### src/rtl/hazard_ctrl_unit.sv
// Pipeline hazard controller: load-use stall, branch flush, memory-wait freeze
// and halt drain, with sticky status flags and a stall-cycle counter.
module hazard_ctrl_unit #(
    parameter int DRAIN_CYCLES = 3,
    parameter int TIMEOUT      = 255
) (
    input  logic        clk,
    input  logic        rst_n,
    input  logic [3:0]  id_rs,
    input  logic [3:0]  id_rt,
    input  logic        id_rs_used,
    input  logic        id_rt_used,
    input  logic [3:0]  ex_rd,
    input  logic        ex_mem_to_reg,
    input  logic        br_taken,
    input  logic        halt_in,
    input  logic        mem_busy,
    output logic        pc_write,
    output logic        ifid_write,
    output logic        idex_write,
    output logic        flush_ifid,
    output logic        idex_bubble,
    output logic        halted,
    output logic        mem_timeout,
    output logic [2:0]  ctrl_state,
    output logic [15:0] stall_cycles
);

    localparam int DW = (DRAIN_CYCLES < 2) ? 1 : $clog2(DRAIN_CYCLES + 1);
    localparam logic [DW-1:0] DRAIN_INIT  = DW'(DRAIN_CYCLES);
    localparam logic [7:0]    TIMEOUT_VAL = 8'(TIMEOUT);

    typedef enum logic [2:0] {
        ST_RUN      = 3'd0,
        ST_LU_STALL = 3'd1,
        ST_MEM_WAIT = 3'd2,
        ST_DRAIN    = 3'd3,
        ST_HALT     = 3'd4
    } state_t;

    state_t          state_reg, state_next;
    logic [DW-1:0]   drain_reg, drain_next;
    logic [7:0]      wait_reg, wait_next;
    logic [15:0]     stall_reg;
    logic            halted_reg;
    logic            timeout_reg;

    logic pc_en, ifid_en, idex_en, flush_en, bubble_en;

    // Per-source register match against the load destination in EX.
    logic [1:0][3:0] src_id;
    logic [1:0]      src_used;
    logic [1:0]      src_match;
    logic            load_use;

    assign src_id[0]   = id_rs;
    assign src_id[1]   = id_rt;
    assign src_used[0] = id_rs_used;
    assign src_used[1] = id_rt_used;

    genvar gi;
    generate
        for (gi = 0; gi < 2; gi++) begin : g_src
            assign src_match[gi] = src_used[gi] && (src_id[gi] == ex_rd);
        end
    endgenerate

    assign load_use = ex_mem_to_reg && (ex_rd != 4'd0) && (|src_match);

    always_comb begin
        state_next = state_reg;
        drain_next = drain_reg;
        wait_next  = wait_reg;
        pc_en      = 1'b1;
        ifid_en    = 1'b1;
        idex_en    = 1'b1;
        flush_en   = 1'b0;
        bubble_en  = 1'b0;

        case (state_reg)
            ST_RUN, ST_LU_STALL: begin
                if (mem_busy) begin
                    pc_en      = 1'b0;
                    ifid_en    = 1'b0;
                    idex_en    = 1'b0;
                    wait_next  = 8'd0;
                    state_next = ST_MEM_WAIT;
                end else if (br_taken) begin
                    flush_en   = 1'b1;
                    bubble_en  = 1'b1;
                    state_next = ST_RUN;
                end else if (load_use && (state_reg == ST_RUN)) begin
                    // LU_STALL masks load_use so one load stalls one cycle only.
                    pc_en      = 1'b0;
                    ifid_en    = 1'b0;
                    bubble_en  = 1'b1;
                    state_next = ST_LU_STALL;
                end else if (halt_in) begin
                    pc_en      = 1'b0;
                    flush_en   = 1'b1;
                    drain_next = DRAIN_INIT;
                    state_next = ST_DRAIN;
                end else begin
                    state_next = ST_RUN;
                end
            end

            ST_MEM_WAIT: begin
                pc_en      = 1'b0;
                ifid_en    = 1'b0;
                idex_en    = 1'b0;
                wait_next  = (wait_reg == TIMEOUT_VAL) ? wait_reg : wait_reg + 8'd1;
                state_next = mem_busy ? ST_MEM_WAIT : ST_RUN;
            end

            ST_DRAIN: begin
                if (mem_busy) begin
                    pc_en   = 1'b0;
                    ifid_en = 1'b0;
                    idex_en = 1'b0;
                end else if (br_taken) begin
                    // An older taken branch means the HLT was on the wrong path.
                    flush_en   = 1'b1;
                    bubble_en  = 1'b1;
                    drain_next = '0;
                    state_next = ST_RUN;
                end else begin
                    pc_en      = 1'b0;
                    flush_en   = 1'b1;
                    drain_next = drain_reg - DW'(1);
                    if (drain_reg <= DW'(1)) begin
                        state_next = ST_HALT;
                    end
                end
            end

            ST_HALT: begin
                pc_en   = 1'b0;
                ifid_en = 1'b0;
                idex_en = 1'b0;
            end

            default: begin
                state_next = ST_RUN;
            end
        endcase
    end

    always_ff @(posedge clk or negedge rst_n) begin
        if (!rst_n) begin
            state_reg   <= ST_RUN;
            drain_reg   <= '0;
            wait_reg    <= 8'd0;
            stall_reg   <= 16'd0;
            halted_reg  <= 1'b0;
            timeout_reg <= 1'b0;
        end else begin
            state_reg <= state_next;
            drain_reg <= drain_next;
            wait_reg  <= wait_next;
            if (!pc_en && (state_reg != ST_HALT) && (stall_reg != 16'hFFFF)) begin
                stall_reg <= stall_reg + 16'd1;
            end
            if (state_next == ST_HALT) begin
                halted_reg <= 1'b1;
            end
            if ((state_reg == ST_MEM_WAIT) && (wait_next == TIMEOUT_VAL)) begin
                timeout_reg <= 1'b1;
            end
        end
    end

    // Enables are forced low for the whole time reset is held.
    assign pc_write     = rst_n & pc_en;
    assign ifid_write   = rst_n & ifid_en;
    assign idex_write   = rst_n & idex_en;
    assign flush_ifid   = rst_n & flush_en;
    assign idex_bubble  = rst_n & bubble_en;
    assign halted       = halted_reg;
    assign mem_timeout  = timeout_reg;
    assign ctrl_state   = state_reg;
    assign stall_cycles = stall_reg;

endmodule

### config.mk
export PLATFORM = sky130hd
export DESIGN_NAME = hazard_ctrl_unit
export DESIGN_NICKNAME = d
export VERILOG_FILES = /design/src/rtl/hazard_ctrl_unit.sv
export SDC_FILE = /design/constraint.sdc
export NUM_CORES = 1
export LEC_CHECK = 0
export CAP_MARGIN = 5
export CORE_AREA = 2 2 70 52
export CTS_BUF_LIST = sky130_fd_sc_hd__clkbuf_2
export DETAILED_ROUTE_END_ITERATION = 7
export DIE_AREA = 0 0 72 54
export DONT_BUFFER_PORTS = 1
export PLACE_DENSITY = 0.77
export SKIP_LAST_GASP = 1
export SYNTH_ARGS = -nofsm -noshare
export SYNTH_HDL_FRONTEND = slang
export SYNTH_SLANG_ARGS = --single-unit
export TNS_END_PERCENT = 10
### constraint.sdc
create_clock -name clk -period 5.1 [get_ports clk]
set_input_delay 1.02 -clock clk [delete_from_list [all_inputs] [get_ports clk]]
set_output_delay 1.02 -clock clk [all_outputs]
set_load 0.01 [all_outputs]
==> metrics.yaml, run 1 <==
status:
  run_status: "complete, no violations"
cts:
  clkLatencyLatePin_ns: 0.37
  cts_max_level: 2
  cts_root_buf: "clkbuf_2"
  post_cts_resized: 0
  clock_sinks: 31
  cts_tree: "done"
  ctsHoldBuffers: 0
  path_clk_slew_ns: 0.17
  cts_inserted_buffers: 5
  cts_buffer_depth: 2
  post_cts_buffers: 0
setup_path:
  critPathArrivalTime_ns: 2.45
  cp-start-kind: "primary input"
  cp_max_fo: 17
  crit_type: "in2out"
  required_ns: 4.08
  worst_setup_path_end_kind: "output port"
sta:
  finClkSkew_ns: 0.0129
  slew_headroom_pct: 61.4
  slew_viol_final: 0
  min_period_ns: 3.47
  period_share_pct: 68.0
  worst_pin_slew_ns: 0.578
  rsz0062_at_grt: "no"
  setup_viol: 0
  timing.hold.ws_ns: 0.307
  hold_viol_final: 0
  max_freq_ghz: 0.288
  tns_ns: 0
grt:
  antenna_found_initial: 0
  track_usage_pct: 24.5
  grt-ovfl-total: 0
  grt_max_degree: 35
  grt_pass1_wl_um: 7130
  grt_pass1_vias: 1458
placed_design:
  place.gp.congestion: 0.856
  placed_cell_area_um2: 2020
  dp_hpwl_um: 3260
  port_buffers: 0
final_layout:
  syn_to_final_growth_pct: 1.87
  final_util_pct: 61.9
  fin_area_um2: 2050
  final_cell_mix: "31 x dfrtp_1, 17 x nand2_1, 15 x xor2_1, 13 x a21oi_1, 10 x nor2_1"
  diodes: 0
  fill_cells: 270
  layout_commonest_cell: "dfrtp_1"
  final_nets: 228
  drive_gt1_share_pct: 11.7
  largest_reg_flops: 16
synth:
  synth_area_um2: 2010
  avgSynthCellArea_um2: 9.72
  synthArstFlopShare_pct: 100
  synth_seq_cells: 31
  synthCells: 207
  yosysSeqAreaShare_pct: 38.6
  yosys_warnings: 0
  synth_top_area_share_pct: 38.6
  ys.flop_type: "dfrtp_1"
  synth_cell_types: 52
  syn_nets: 230
  synth-edff-count: 0
  synthTopCellsByArea: "dfrtp_1 39%, xor2_1 6.5%, xnor2_1 3.5%"
  synth_top_area_cell: "dfrtp_1"
power:
  power_density_nw_per_um2: 309
  power_leakage_nw: 0.891
  p_total_mw: 0.634
  peakVddDrop_mv: 0.304
route:
  detail_route.wirelength_um: 4380
  ant_nets: 0
  first_iter_violations: 146
  drc: 0
  num_vias: 1651
  first_pass_iters: 5
  wl_per_cell_um: 17.9
  viasPerCell: 6.74
worst_hold_path:
  hp-class: "in2async"
floorplan:
  die_y_um: 54
  initial_utilization_pct: 60.8
  die_w_um: 72
  core_area_um2: 3310
  core.rowCount: 18
  ioPinCount: 46
  dieArea_um2: 3890
flow_run:
  max_cap_viol_count: 0
path summary, 6_finish.rpt:
path / start / end / slack (ns) / cells after the start
hold / removal: rst_n / wait_reg[7] / 0.31 / 0
min in group clk: drain_reg[0] / drain_reg[0] / 0.56 / 1
setup / recovery: ex_rd[1] / pc_write / 1.63 / 5
max in group asynchronous: rst_n / stall_cycles[7] / 4.69 / 0
setup reg to reg: ctrl_state[1] / stall_cycles[1] / 2.73 / 5
hold reg to reg: drain_reg[0] / drain_reg[0] / 0.56 / 1
cell families (layout without fill, tap and decap cells):
group,count (synthesis),count (layout),synth area share [%]
xor gates and xnor gates,23,23,10.0
AOI/OAI and AO/OA,56,56,22.5
adders and majority gates,3,3,1.87
buffers and inverters,17,15,3.98
muxes,4,4,2.18
and+or+nand+nor,73,73,20.9
DFF,31,31,38.6
Yosys cell counts (3+ instances only):
cell type and instances:
nor2_1 10, clkbuf_1 7, nand4_1 6, ha_1 3, dfrtp_1 31, xnor2_1 8
nand3_1 9, nor3_1 4, mux2_2 3, a21oi_1 13, nand2_1 17, and3_1 5
and4_1 3, o31ai_1 3, o21ai_0 6, inv_1 7, o211ai_1 3, xor2_1 15
a2111oi_2 3, a211oi_1 7
area by class of cell:
cell class                 count  area, µm²  area share, %
sequential                    31        776           37.9
inverter                       7       26.3           1.28
clock inverter                 2       8.76          0.427
tap                           40       50.0           2.44
timing repair buffer           1       7.51          0.366
clock buffer                   5       25.0           1.22
multi-input combinational    159       1160           56.4
per-layer routing:
metal  vias to the layer above  part of all wire, %  GRT usage (%)
li1                        768                    -              -
met1                       792                   45           33.1
met2                        75                   44           37.3
met3                        16                  8.3           6.74
met4                         0                  2.2           10.1
met5                         -                    0              0
report_power, final:
part	switching, mW	leakage [nW]	internal [mW]
Clock	0.0847	0.0262	0.0289
Sequential	0.0812	0.397	0.289
Combinational	0.0826	0.468	0.0681
worst max-delay path, stage by stage:
cell and delay [ns]:
or4_1 0.53, nand4_1 0.15, o221a_4 0.35, o21ai_0 0.12
a21boi_1 0.27
per-stage QoR:
stage          setup WS [ns]  std cells
2_1_floorplan           1.66        207
3_5_place_dp            1.63        238
6_report                1.63        245
4_1_cts                 1.63        245
5_1_grt                 1.55        245
3_3_place_gp            1.65        238
Power figures use the tool's default switching activity.
==> run 2: changes to the inputs <==
Settings changed: CORE_AREA 2 2 70 52 to 2 2 73 54, DIE_AREA 0 0 72 54 to 0 0 75 56, PLACE_DENSITY 0.77 to 0.74.
Clock period 5.1 ns to 3.1 ns, I/O delays scaled along.
==> metrics.yaml, run 2 (synthesis results as in run 1) <==
status:
  run_status: "complete, no violations"  # unchanged
cts:
  clock_sinks: 31  # unchanged
  post_cts_resized: 0  # unchanged
  cts_root_buf: "clkbuf_2"  # unchanged
  cts_inserted_buffers: 5  # unchanged
  clkLatencyLatePin_ns: 0.38  # was 0.37 ns
  ctsHoldBuffers: 1  # was 0
  cts_max_level: 2  # unchanged
  path_clk_slew_ns: 0.17  # about the same
  cts_buffer_depth: 2  # unchanged
  post_cts_buffers: 0  # unchanged
  cts_tree: "done"  # unchanged
power:
  power.share.sequential_pct: 56.9  # was 58.3%
  p_comb_share_pct: 24.6  # was 23.8%
  p_int_mw: 0.646  # was 0.386 mW
  switchingPower_mw: 0.427  # was 0.248 mW
  power_leakage_nw: 0.907  # was 0.891 nW
  pwr-share-clk_pct: 18.5  # was 17.9%
  switching_share_pct: 39.8  # was 39.2%
  p_total_mw: 1.07  # was 0.634 mW
  power_density_nw_per_um2: 512  # was 309 nW/µm²
  peakVddDrop_mv: 0.444  # was 0.304 mV
floorplan:
  initial_utilization_pct: 58.4  # was 60.8%
  dieArea_um2: 4200  # was 3890 µm²
  core.rowCount: 18  # unchanged
  die_y_um: 56  # was 54 µm
  ioPinCount: 46  # unchanged
  core_area_um2: 3450  # was 3310 µm²
  die_w_um: 75  # was 72 µm
route:
  ant_nets: 0  # unchanged
  met1Wirelength_um: 1880  # was 1970 µm
  wl_met3_um: 384  # was 362 µm
  first_iter_violations: 221  # was 146
  detail_route.wirelength_um: 4430  # was 4380 µm
  wl_per_cell_um: 17.2  # was 17.9 µm
  viasPerCell: 6.55  # was 6.74
  first_pass_iters: 5  # unchanged
  highest-signal-layer: "met4"  # unchanged
  num_vias: 1689  # was 1651
  met2_length_um: 2040  # was 1940 µm
  drc: 0  # unchanged
final_layout:
  drive_gt1_share_pct: 12.5  # was 11.7%
  final_nets: 230  # was 228
  final_cell_mix: "31 x dfrtp_1, 17 x nand2_1, 15 x xor2_1, 13 x a21oi_1, 10 x nor2_1"  # unchanged
  layout_commonest_cell: "dfrtp_1"  # unchanged
  largest_reg_flops: 16  # unchanged
  fin_area_um2: 2090  # was 2050 µm²
  syn_to_final_growth_pct: 4.04  # was 1.87%
  diodes: 0  # unchanged
sta:
  worst_slack_ns: 0.201  # was 1.63 ns
  period_share_pct: 93.5
  finClkSkew_ns: 0.0167  # was 0.0129 ns
  slew_viol_final: 0  # unchanged
  max_freq_ghz: 0.345
  rsz0062_at_grt: "no"  # unchanged
  hold_viol_final: 0  # unchanged
  tns_ns: 0  # unchanged
  setup_viol: 0  # unchanged
  min_period_ns: 2.90
  slew_headroom_pct: 61.0  # was 61.4%
  worst_pin_slew_ns: 0.584  # was 0.578 ns
setup_path:
  reg2reg_depth: 5  # unchanged
  cp-start-kind: "register"  # was primary input
  crit_type: "reg2out"  # was in2out
  cp_max_fo: 12  # was 17
  required_ns: 2.48  # was 4.08 ns
  worst_setup_path_end_kind: "output port"  # unchanged
  critPathArrivalTime_ns: 2.28  # was 2.45 ns
placed_design:
  place_ws_ns: 0.453  # was 1.63 ns
  port_buffers: 0  # unchanged
  placed_cell_area_um2: 2040  # was 2020 µm²
  place.gp.congestion: 0.880  # was 0.856
  dp_hpwl_um: 3280  # was 3260 µm
grt:
  grt_pass1_vias: 1700  # was 1458
  grt_pass1_wl_um: 7780  # was 7130 µm
  antenna_found_initial: 0  # unchanged
  grt-ovfl-total: 0  # unchanged
  track_usage_pct: 24.1  # was 24.5%
  grt_max_degree: 32  # was 35
flow_run:
  max_cap_viol_count: 0  # unchanged
worst_hold_path:
  hp-class: "in2async"  # unchanged
## run 2: stage by stage
stage / utilization (%) / std cells / hold WS [ns]
2_1_floorplan: - / 207 / 0.324
3_3_place_gp: 59.1 / 249 / 0.325
3_5_place_dp: 59.1 / 249 / 0.325
4_1_cts: 60.7 / 258 / 0.0269
5_1_grt: 60.7 / 258 / 0.0132
6_report: 60.7 / 258 / 0.0200
## run 2: final cells by class
cell class	count	area, µm²
multi-input cells	159	1160
clock inverters	2	7.51
clock buffers	6	30.0
fillers	287	1350
inverters	7	26.3
repair buffers	3	35.0
well taps	50	62.6
flip-flops and latches	31	776
## run 2: worst paths after layout
kind                                        from               end  slack, ns
worst max-delay path               ctrl_state[2]       idex_bubble       0.20
worst min-delay path                       rst_n            halted       0.02
worst max register to register     ctrl_state[1]   stall_cycles[1]       0.73
worst min register to register  stall_cycles[12]  stall_cycles[12]       0.56
max in group asynchronous                  rst_n  stall_cycles[10]       2.89
min in group clk                        br_taken     ctrl_state[0]       0.29
## run 2: metal layers
metal  vias to the layer above  GRT usage (%)
li1                        777              -
met1                       818           33.1
met2                        79           35.1
met3                        15           6.88
met4                         0           10.5
met5                         -              0
## run 2: power by group through the flow
| stage | combinational, mW | sequential, mW | clock [mW] |
|---|---|---|---|
| floorplan | 0.215 | 0.580 | 0 |
| global placement | 0.238 | 0.606 | 0 |
| detailed placement | 0.252 | 0.615 | 0 |
| CTS | 0.265 | 0.606 | 0.203 |
| global route | 0.295 | 0.623 | 0.222 |
| finish | 0.264 | 0.610 | 0.199 |
## run 2: critical path, cell delays in order (launching register included)
cell and delay [ns]:
dfrtp_1 0.59, nor4b_4 0.38, nand4_1 0.18, o22a_1 0.29, a21o_1 0.20, a21oi_1 0.24
